$ cat src/rtl/aes_decipher_ctrl.sv
// aes_decipher_ctrl
//   Sequencer for the iterative AES inverse-cipher datapath. One ciphertext
//   block is taken per in_valid/in_ready handshake, held on dp_in, and the
//   datapath is stepped through rounds NR..2*NR, one round per clock. The
//   result is captured from dp_out on the last round and returned over the
//   out_valid/out_ready handshake.
//
// Parameter
//   x         key-size selector: 0 = AES-128, 1 = AES-192, 2 = AES-256
//
// Ports
//   clk       rising-edge clock
//   rst_n     asynchronous active-low reset
//   in_valid  ciphertext block offered
//   in_ready  controller accepts a block this cycle (combinational)
//   in_data   ciphertext
//   key_valid expanded key schedule stable and usable
//   dp_in     ciphertext held for the datapath
//   dp_round  round index to the datapath (parks at 2*NR+1 when idle)
//   dp_out    datapath result
//   out_valid plaintext available
//   out_ready consumer accepts plaintext
//   out_data  plaintext
//   busy      high while a block is in RUN or DONE
//   key_err   sticky: key_valid fell while busy
//   blk_cnt   completed output handshakes, saturating
module aes_decipher_ctrl #(
  parameter int x = 0
) (
  input  logic         clk,
  input  logic         rst_n,
  input  logic         in_valid,
  output logic         in_ready,
  input  logic [0:127] in_data,
  input  logic         key_valid,
  output logic [0:127] dp_in,
  output logic [4:0]   dp_round,
  input  logic [0:127] dp_out,
  output logic         out_valid,
  input  logic         out_ready,
  output logic [0:127] out_data,
  output logic         busy,
  output logic         key_err,
  output logic [15:0]  blk_cnt
);

  localparam int NR = 10 + 2 * x;
  localparam logic [4:0] RND_FIRST = 5'(NR);
  localparam logic [4:0] RND_LAST  = 5'(2 * NR);
  localparam logic [4:0] RND_PARK  = 5'(2 * NR + 1);

  typedef enum logic [1:0] {
    IDLE = 2'd0,
    RUN  = 2'd1,
    DONE = 2'd2
  } state_t;

  state_t state_q;
  state_t state_d;

  logic accept;
  logic out_hs;
  logic last_rnd;

  function automatic logic [15:0] sat_inc16(input logic [15:0] v);
    if (v == 16'hFFFF) return v;
    return v + 16'd1;
  endfunction

  // Handshake and round decode
  always_comb begin
    in_ready = key_valid && ((state_q == IDLE) || ((state_q == DONE) && out_ready));
    accept   = in_valid && in_ready;
    out_hs   = out_valid && out_ready;
    last_rnd = (state_q == RUN) && (dp_round == RND_LAST);
    busy     = (state_q != IDLE);
  end

  // Next-state: a DONE state that hands off and accepts at the same edge
  // goes straight back to RUN.
  always_comb begin
    state_d = state_q;
    case (state_q)
      IDLE: if (accept) state_d = RUN;
      RUN:  if (last_rnd) state_d = DONE;
      DONE: begin
        if (accept)      state_d = RUN;
        else if (out_hs) state_d = IDLE;
      end
      default: state_d = IDLE;
    endcase
  end

  always_ff @(posedge clk or negedge rst_n) begin
    if (!rst_n) state_q <= IDLE;
    else        state_q <= state_d;
  end

  // Block capture and round sequencing
  always_ff @(posedge clk or negedge rst_n) begin
    if (!rst_n) begin
      dp_in    <= '0;
      dp_round <= RND_PARK;
    end else begin
      if (accept) dp_in <= in_data;
      if (accept)        dp_round <= RND_FIRST;
      else if (last_rnd) dp_round <= RND_PARK;
      else if (state_q == RUN) dp_round <= dp_round + 5'd1;
    end
  end

  // Result capture, output handshake and status
  always_ff @(posedge clk or negedge rst_n) begin
    if (!rst_n) begin
      out_data  <= '0;
      out_valid <= 1'b0;
      key_err   <= 1'b0;
      blk_cnt   <= '0;
    end else begin
      if (last_rnd) out_data <= dp_out;
      if (last_rnd)    out_valid <= 1'b1;
      else if (out_hs) out_valid <= 1'b0;
      if (busy && !key_valid) key_err <= 1'b1;
      if (out_hs) blk_cnt <= sat_inc16(blk_cnt);
    end
  end

endmodule
$ cat config.mk
export PLATFORM = sky130hd
export DESIGN_NAME = aes_decipher_ctrl
export DESIGN_NICKNAME = d
export VERILOG_FILES = /design/src/rtl/aes_decipher_ctrl.sv
export SDC_FILE = /design/constraint.sdc
export NUM_CORES = 1
export LEC_CHECK = 0
export BUFFER_PORTS_ARGS = -buffer_cell sky130_fd_sc_hd__buf_4
export CORE_AREA = 2 2 209 211
export DETAILED_ROUTE_END_ITERATION = 8
export DIE_AREA = 0 0 211 213
export PLACE_DENSITY = 0.49
export SLEW_MARGIN = 10
export SYNTH_ARGS = -nofsm -noshare
export SYNTH_HDL_FRONTEND = slang
export SYNTH_SLANG_ARGS = --single-unit
$ cat constraint.sdc
create_clock -name clk -period 2.5 [get_ports clk]
set_input_delay 0.25 -clock clk [delete_from_list [all_inputs] [get_ports clk]]
set_output_delay 0.25 -clock clk [all_outputs]
set_load 0.005 [all_outputs]
==> flow_metrics.py, run 1 <==
metrics = {
    "synth": {
        "synth_seq_area_share": 0.652,
        "async_flop_share": 1.00,
        "ys_types": 36,
        "syn_area_um2": 10800,
        "synth_edf_count": 0,
        "syn-num-nets": 919,
        "ys_ff_latch": 281,
        "ys.flop_type": "dfrtp_1",
        "yosysWarnings": 0,
        "syn_inst": 655,
        "syn_avg_cell_area_um2": 16.5,
    },
    "cells_and_area": {
        "fill_cells": 3939,
        "final_common_cell": "buf_4",
        "fin_nets": 1745,
        "final_cells": 2048,
        "syn2layout_area_growth_pct": 78.6,
        "antenna_cells": 0,
        "layout_common_cells": "buf_4, dfrtp_1, dlygate4sd3_1, mux2_2, mux2_1",
        "drive_above_1_share": 0.535,
    },
    "power": {
        "power.density_nw_per_um2": 989,
        "leakage_nw": 9.37,
        "power.internal_mw": 13.7,
        "switching_share": 0.279,
        "p_switching_mw": 5.32,
        "pwr-share-clk": 0.257,
        "pwr-share-seq": 0.398,
        "ir_drop_mv": 0.563,
        "combPwrFrac": 0.345,
    },
    "place": {
        "place_inst": 1732,
        "place.gp.congestion": 0.762,
        "hpwlAfterDp_um": 25500,
        "numPortBuffers": 541,
    },
    "floorplan": {
        "dieWidth_um": 211,
        "coreArea_um2": 42700,
        "num_io_pins": 542,
        "die_y_um": 213,
        "initial_core_util": 0.253,
        "die_area_um2": 44900,
        "rows": 76,
    },
    "worst_setup_path": {
        "r2r_start": "dp_round[1]",
        "required_ps": 2910,
        "cpPeakStageDelay_ps": 420,
        "end_kind": "register",
        "setup.worst_path.start_class": "register",
        "rrSetupSlack_ps": 340,
        "crit_chain": "inv_1, ha_1, nand4b_1, nor3_4, buf_12, buf_4, mux2_2",
        "setup.worst_path.start": "dp_round[1]",
        "cp_slowest_cell": "dfrtp_1",
        "r2r_cells": 7,
        "path_class": "register to register",
        "r2r_end": "out_data[28]",
        "worstPathArrival_ps": 2580,
        "path_max_fanout": 27,
    },
    "clocking": {
        "cts.clk_slew.worst_paths_ps": 60,
        "ctsRootBufferMaster": "clkbuf_16",
        "cts.path.max_buffers": 3,
        "htreeDepth": 2,
        "cts.sinks": 281,
        "cts-buffers-inserted": 35,
        "clk_latency_ps": 530,
        "cts-resized-gates": 0,
        "cts_tree": "done",
    },
    "sta": {
        "skew_ps": 7.54,
        "fin_crit_sh": 0.866,
        "finalCriticalPeriod_ps": 2160,
        "worstMarginPinSlew_ps": 598,
        "final_max_slew_viol_count": 0,
        "rsz0062_at_grt": "no",
        "max_freq_mhz": 462,
        "slew_headroom": 0.598,
        "setup_tns_ps": 0,
        "hold_viol_final": 0,
        "setup_viol": 0,
    },
    "grt": {
        "busiest_layer": "met2",
        "grt_start_max_net_pins": 69,
        "first_global_vias": 9523,
        "grt.overflow.total": 0,
        "grt.total_usage": 0.154,
        "grt_antenna_before_repair": 0,
        "use_met3": 0.0529,
        "use_met2": 0.284,
        "grt_pass1_wl_um": 54000,
        "gr-usage-met1": 0.167,
    },
    "detailed_routing": {
        "wl_um": 35200,
        "drt_iter0_markers": 205,
        "post_drt_wl_per_cell_um": 17.2,
        "via_per_inst": 4.20,
        "vias": 8608,
        "ant_nets": 0,
        "drt_pass1_iterations": 4,
        "drc_errors": 0,
    },
    "hold_path": {
        "hold_depth": 3,
        "hold_end": "key_err",
        "hold_class": "input port to register",
        "hp-start": "key_valid",
    },
    "job": {
        "drv_cap": 0,
    },
    "outcome": {
        "status": "complete, no violations",
    },
}
-- cell usage after synthesis (2+ instances only) --
cell type,instances,share of area
dfstp_2,3,0.0073
nand4_1,4,0.0023
nand3_1,10,0.0046
buf_2,11,0.0051
dfrtp_1,278,0.65
mux2_2,184,0.19
xor2_1,12,0.0097
ha_1,3,0.0035
buf_4,9,0.0063
nor4_1,7,0.0041
a21o_1,2,0.0014
buf_6,9,0.0094
mux2_1,76,0.079
nand2_1,12,0.0042
and3_1,3,0.0017
o21ai_0,2,0.00093
a21oi_1,3,0.0014
nor3_1,5,0.0023
nand4_4,2,0.0039
inv_1,4,0.0014
-- cell type report --
type                       instances  area (um2)  share of cell area
clock buffer                      54        1050              0.0545
clock inverter                     4        51.3             0.00266
sequential                       281        7040               0.365
timing repair buffer             818        6890               0.358
inverter                           5        18.8            0.000975
multi-input combinational        340        3530               0.183
tap                              546         683              0.0355
-- power by group through the flow --
| stage | Sequential, mW | Clock, mW | Combinational [mW] |
|---|---|---|---|
| 3_3_place_gp | 7.58 | 0 | 6.34 |
| 5_1_grt | 7.84 | 5.30 | 7.13 |
| 3_5_place_dp | 7.64 | 0 | 6.36 |
| 2_1_floorplan | 7.66 | 0 | 2.02 |
| 6_report | 7.59 | 4.89 | 6.57 |
| 4_1_cts | 7.60 | 5.10 | 6.71 |
-- stage by stage --
step                      utilization  area (um2)  worst slack [ps]  hold slack [ps]  power [mW]
after detailed placement        0.365       15600               363              273        14.0
after global placement          0.365       15600               431              274        13.9
final                           0.451       19300               335             60.0        19.1
after global routing            0.451       19300               184             50.1        20.3
after floorplan                     -       10800               653            -45.6        9.68
after CTS                       0.451       19300               330             20.3        19.4
-- worst max path at each step --
stage,cells after the start,to
floorplan,7,out_data[1]
global placement,7,out_data[61]
detailed placement,7,out_data[46]
CTS,7,out_data[14]
global route,7,out_data[37]
finish,7,out_data[28]
-- sequential cells by signal, summed over array words and instances, names as in the netlist --
| name | count |
|---|---|
| out_valid | 1 |
| blk_cnt | 16 |
| dp_in | 128 |
| dp_round | 5 |
| state_q | 2 |
| key_err | 1 |
| out_data | 128 |
-- repair_timing --
action | in CTS | in global routing
buffers inserted | 0 | 0
hold endpoints to repair | 319 | 0
hold buffers | 258 | 0
-- cells by family after synthesis --
kind of cell               Yosys count  share of synthesized area
AOI/OAI and AO/OA                   11                    0.00801
xor gates and xnor gates            13                     0.0106
adders and majority gates            3                    0.00348
buffers and inverters               34                     0.0225
DFF                                281                      0.652
muxes                              260                      0.271
and+or+nand+nor                     53                     0.0316
-- critical path, delay by kind of cell (launching register included) --
kind                     cells  cell delay (ps)
buffers and inverters        3              590
AND/OR/NAND/NOR              2              500
flip-flops                   1              420
multiplexers                 1              360
adder cells (fa/ha/maj)      1              140
-- metal layers --
metal	vias up	routed length (um)
met5	-	0
met4	0	800
met3	55	2700
met2	316	18500
met1	4256	13300
li1	3981	-
Power figures use the tool's default switching activity.
==> run 2: changes to the inputs <==
--- a/config.mk
+++ b/config.mk
@@ -6,10 +6,11 @@
 export NUM_CORES = 1
 export LEC_CHECK = 0
 export BUFFER_PORTS_ARGS = -buffer_cell sky130_fd_sc_hd__buf_4
-export CORE_AREA = 2 2 209 211
+export CORE_AREA = 2 2 213 215
+export CTS_BUF_LIST = sky130_fd_sc_hd__clkbuf_4 sky130_fd_sc_hd__clkbuf_8
 export DETAILED_ROUTE_END_ITERATION = 8
-export DIE_AREA = 0 0 211 213
-export PLACE_DENSITY = 0.49
+export DIE_AREA = 0 0 215 217
+export PLACE_DENSITY = 0.48
 export SLEW_MARGIN = 10
 export SYNTH_ARGS = -nofsm -noshare
 export SYNTH_HDL_FRONTEND = slang
==> run 2 against run 1 <==
  * Utilization is 1.6 points lower
  * Clock power hardly changed
  * Non-clock buffer count is 1 higher
  * Maximum frequency rose by 1.2%
  * Clock skew up 16 ps
  * Register-to-register slack gained 30 ps
  * Sequential share of layout area is 0.37 points lower
  * Sequential power about the same
==> flow_metrics.py, run 2 (synthesized netlist as in run 1, its figures left out) <==
metrics = {
    "power": {
        "power.internal_mw": 13.7,
        "power.density_nw_per_um2": 978,
        "p_switching_mw": 5.34,
        "ir_drop_mv": 0.520,
        "combPwrFrac": 0.344,
        "pwr-share-seq": 0.398,
        "total_power_mw": 19.0,
        "leakage_nw": 9.48,
        "switching_share": 0.281,
        "pwr-share-clk": 0.257,
    },
    "outcome": {
        "status": "complete, no violations",
    },
    "place": {
        "place_area_um2": 15700,
        "numPortBuffers": 541,
        "place.gp.congestion": 0.785,
        "hpwlAfterDp_um": 24700,
        "place_inst": 1785,
    },
    "cells_and_area": {
        "final_cells": 2141,
        "fin_nets": 1764,
        "top_regs": "dp_in (128), out_data (128), blk_cnt (16)",
        "fin_util": 0.435,
        "final_common_cell": "buf_4",
        "fin_area_um2": 19500,
        "layout_common_cells": "buf_4, dfrtp_1, dlygate4sd3_1, mux2_2, mux2_1",
        "syn2layout_area_growth_pct": 80.4,
        "antenna_cells": 0,
        "fill_cells": 4182,
        "drive_above_1_share": 0.553,
    },
    "floorplan": {
        "initial_core_util": 0.241,
        "dieWidth_um": 215,
        "die_y_um": 217,
        "num_io_pins": 542,
        "die_area_um2": 46700,
        "coreArea_um2": 44700,
        "rows": 78,
    },
    "worst_setup_path": {
        "path_max_fanout": 26,
        "worstPathArrival_ps": 2630,
        "r2r_start": "dp_round[1]",
        "setup.worst_path.start_class": "register",
        "path_class": "register to register",
        "cpPeakStageDelay_ps": 410,
        "cp_slowest_cell": "dfrtp_1",
        "crit_chain": "inv_1, ha_1, nand4b_1, nor3_4, buf_12, buf_4, mux2_2",
        "setup.worst_path.start": "dp_round[1]",
        "required_ps": 2990,
        "end_kind": "register",
    },
    "clocking": {
        "cts.sinks": 281,
        "htreeDepth": 2,
        "cts-buffers-inserted": 53,
        "cts.clk_slew.worst_paths_ps": 60,
        "clk_latency_ps": 610,
        "cts.path.max_buffers": 3,
        "ctsRootBufferMaster": "clkbuf_8",
        "cts_tree": "done",
    },
    "grt": {
        "grt.overflow.total": 0,
        "grt_antenna_before_repair": 0,
        "first_global_vias": 9631,
        "grt.total_usage": 0.149,
        "grt_start_max_net_pins": 83,
        "grt_pass1_wl_um": 54900,
    },
    "detailed_routing": {
        "vias": 8736,
        "drt_iter0_markers": 231,
        "via_per_inst": 4.08,
        "wl_um": 35200,
        "drt_pass1_iterations": 4,
        "drc_errors": 0,
        "ant_nets": 0,
        "post_drt_wl_per_cell_um": 16.4,
    },
    "sta": {
        "hold_viol_final": 0,
        "skew_ps": 23.6,
        "rsz0062_at_grt": "no",
        "finalCriticalPeriod_ps": 2140,
        "fin_crit_sh": 0.855,
        "final_max_slew_viol_count": 0,
        "worstMarginPinSlew_ps": 720,
        "max_freq_mhz": 468,
        "slew_headroom": 0.520,
        "setup_tns_ps": 0,
        "setup_viol": 0,
    },
    "job": {
        "drv_cap": 0,
    },
    "hold_path": {
        "hold_class": "input port to async pin",
    },
}
run 2: final timing paths:
path	endpoint	slack, ps	cells past startpoint
setup / recovery	out_data[115]	360	7
hold / removal	dp_in[76]	290	2
setup reg to reg	out_data[115]	360	7
hold reg to reg	key_err	470	1
max in group asynchronous	out_data[53]	1480	3
min in group clk	dp_in[42]	410	3
run 2: worst max-delay path, delay by kind of cell, from the launching register on:
family | cells | cell delay [ps]
and+or+nand+nor | 2 | 520
adders and majority gates | 1 | 150
DFF | 1 | 410
buffers and inverters | 3 | 580
muxes | 1 | 360
run 2: timing repair:
action / 4_1_cts / 5_1_grt
resized for setup: 0 / 0
buffers inserted: 0 / 0
endpoints found under the hold margin: 336 / 0
hold buffers: 260 / 0
run 2: power groups by stage:
stage	clock (mW)	combinational, mW	sequential [mW]
final	4.89	6.56	7.58
after global routing	5.33	7.09	7.85
after CTS	5.11	6.66	7.61
after detailed placement	0	6.32	7.65
after global placement	0	6.30	7.61
after floorplan	0	2.02	7.66
run 2: per-layer routing:
layer  track usage  routed length [um]  vias to the layer above  part of all wire
met5             0                   0                        -                 0
met4        0.0618                1090                        0             0.031
met3        0.0500                3030                       70             0.086
met2         0.257               17600                      363              0.50
met1         0.169               13500                     4262              0.38
li1              -                   -                     4041                 -
run 2: area by class of cell:
class	count	area, um2	share of cell area
flip-flops and latches	281	7040	0.362
clock buffers	88	1090	0.0558
multi-input cells	340	3530	0.181
repair buffers	819	6940	0.357
clock inverters	8	92.6	0.00476
inverters	5	18.8	0.000965
well taps	600	751	0.0386
run 2: through the flow:
step	hold slack, ps	worst slack (ps)
after floorplan	-45.6	653
after global routing	286	145
after CTS	222	338
after global placement	338	368
after detailed placement	335	332
final	288	361
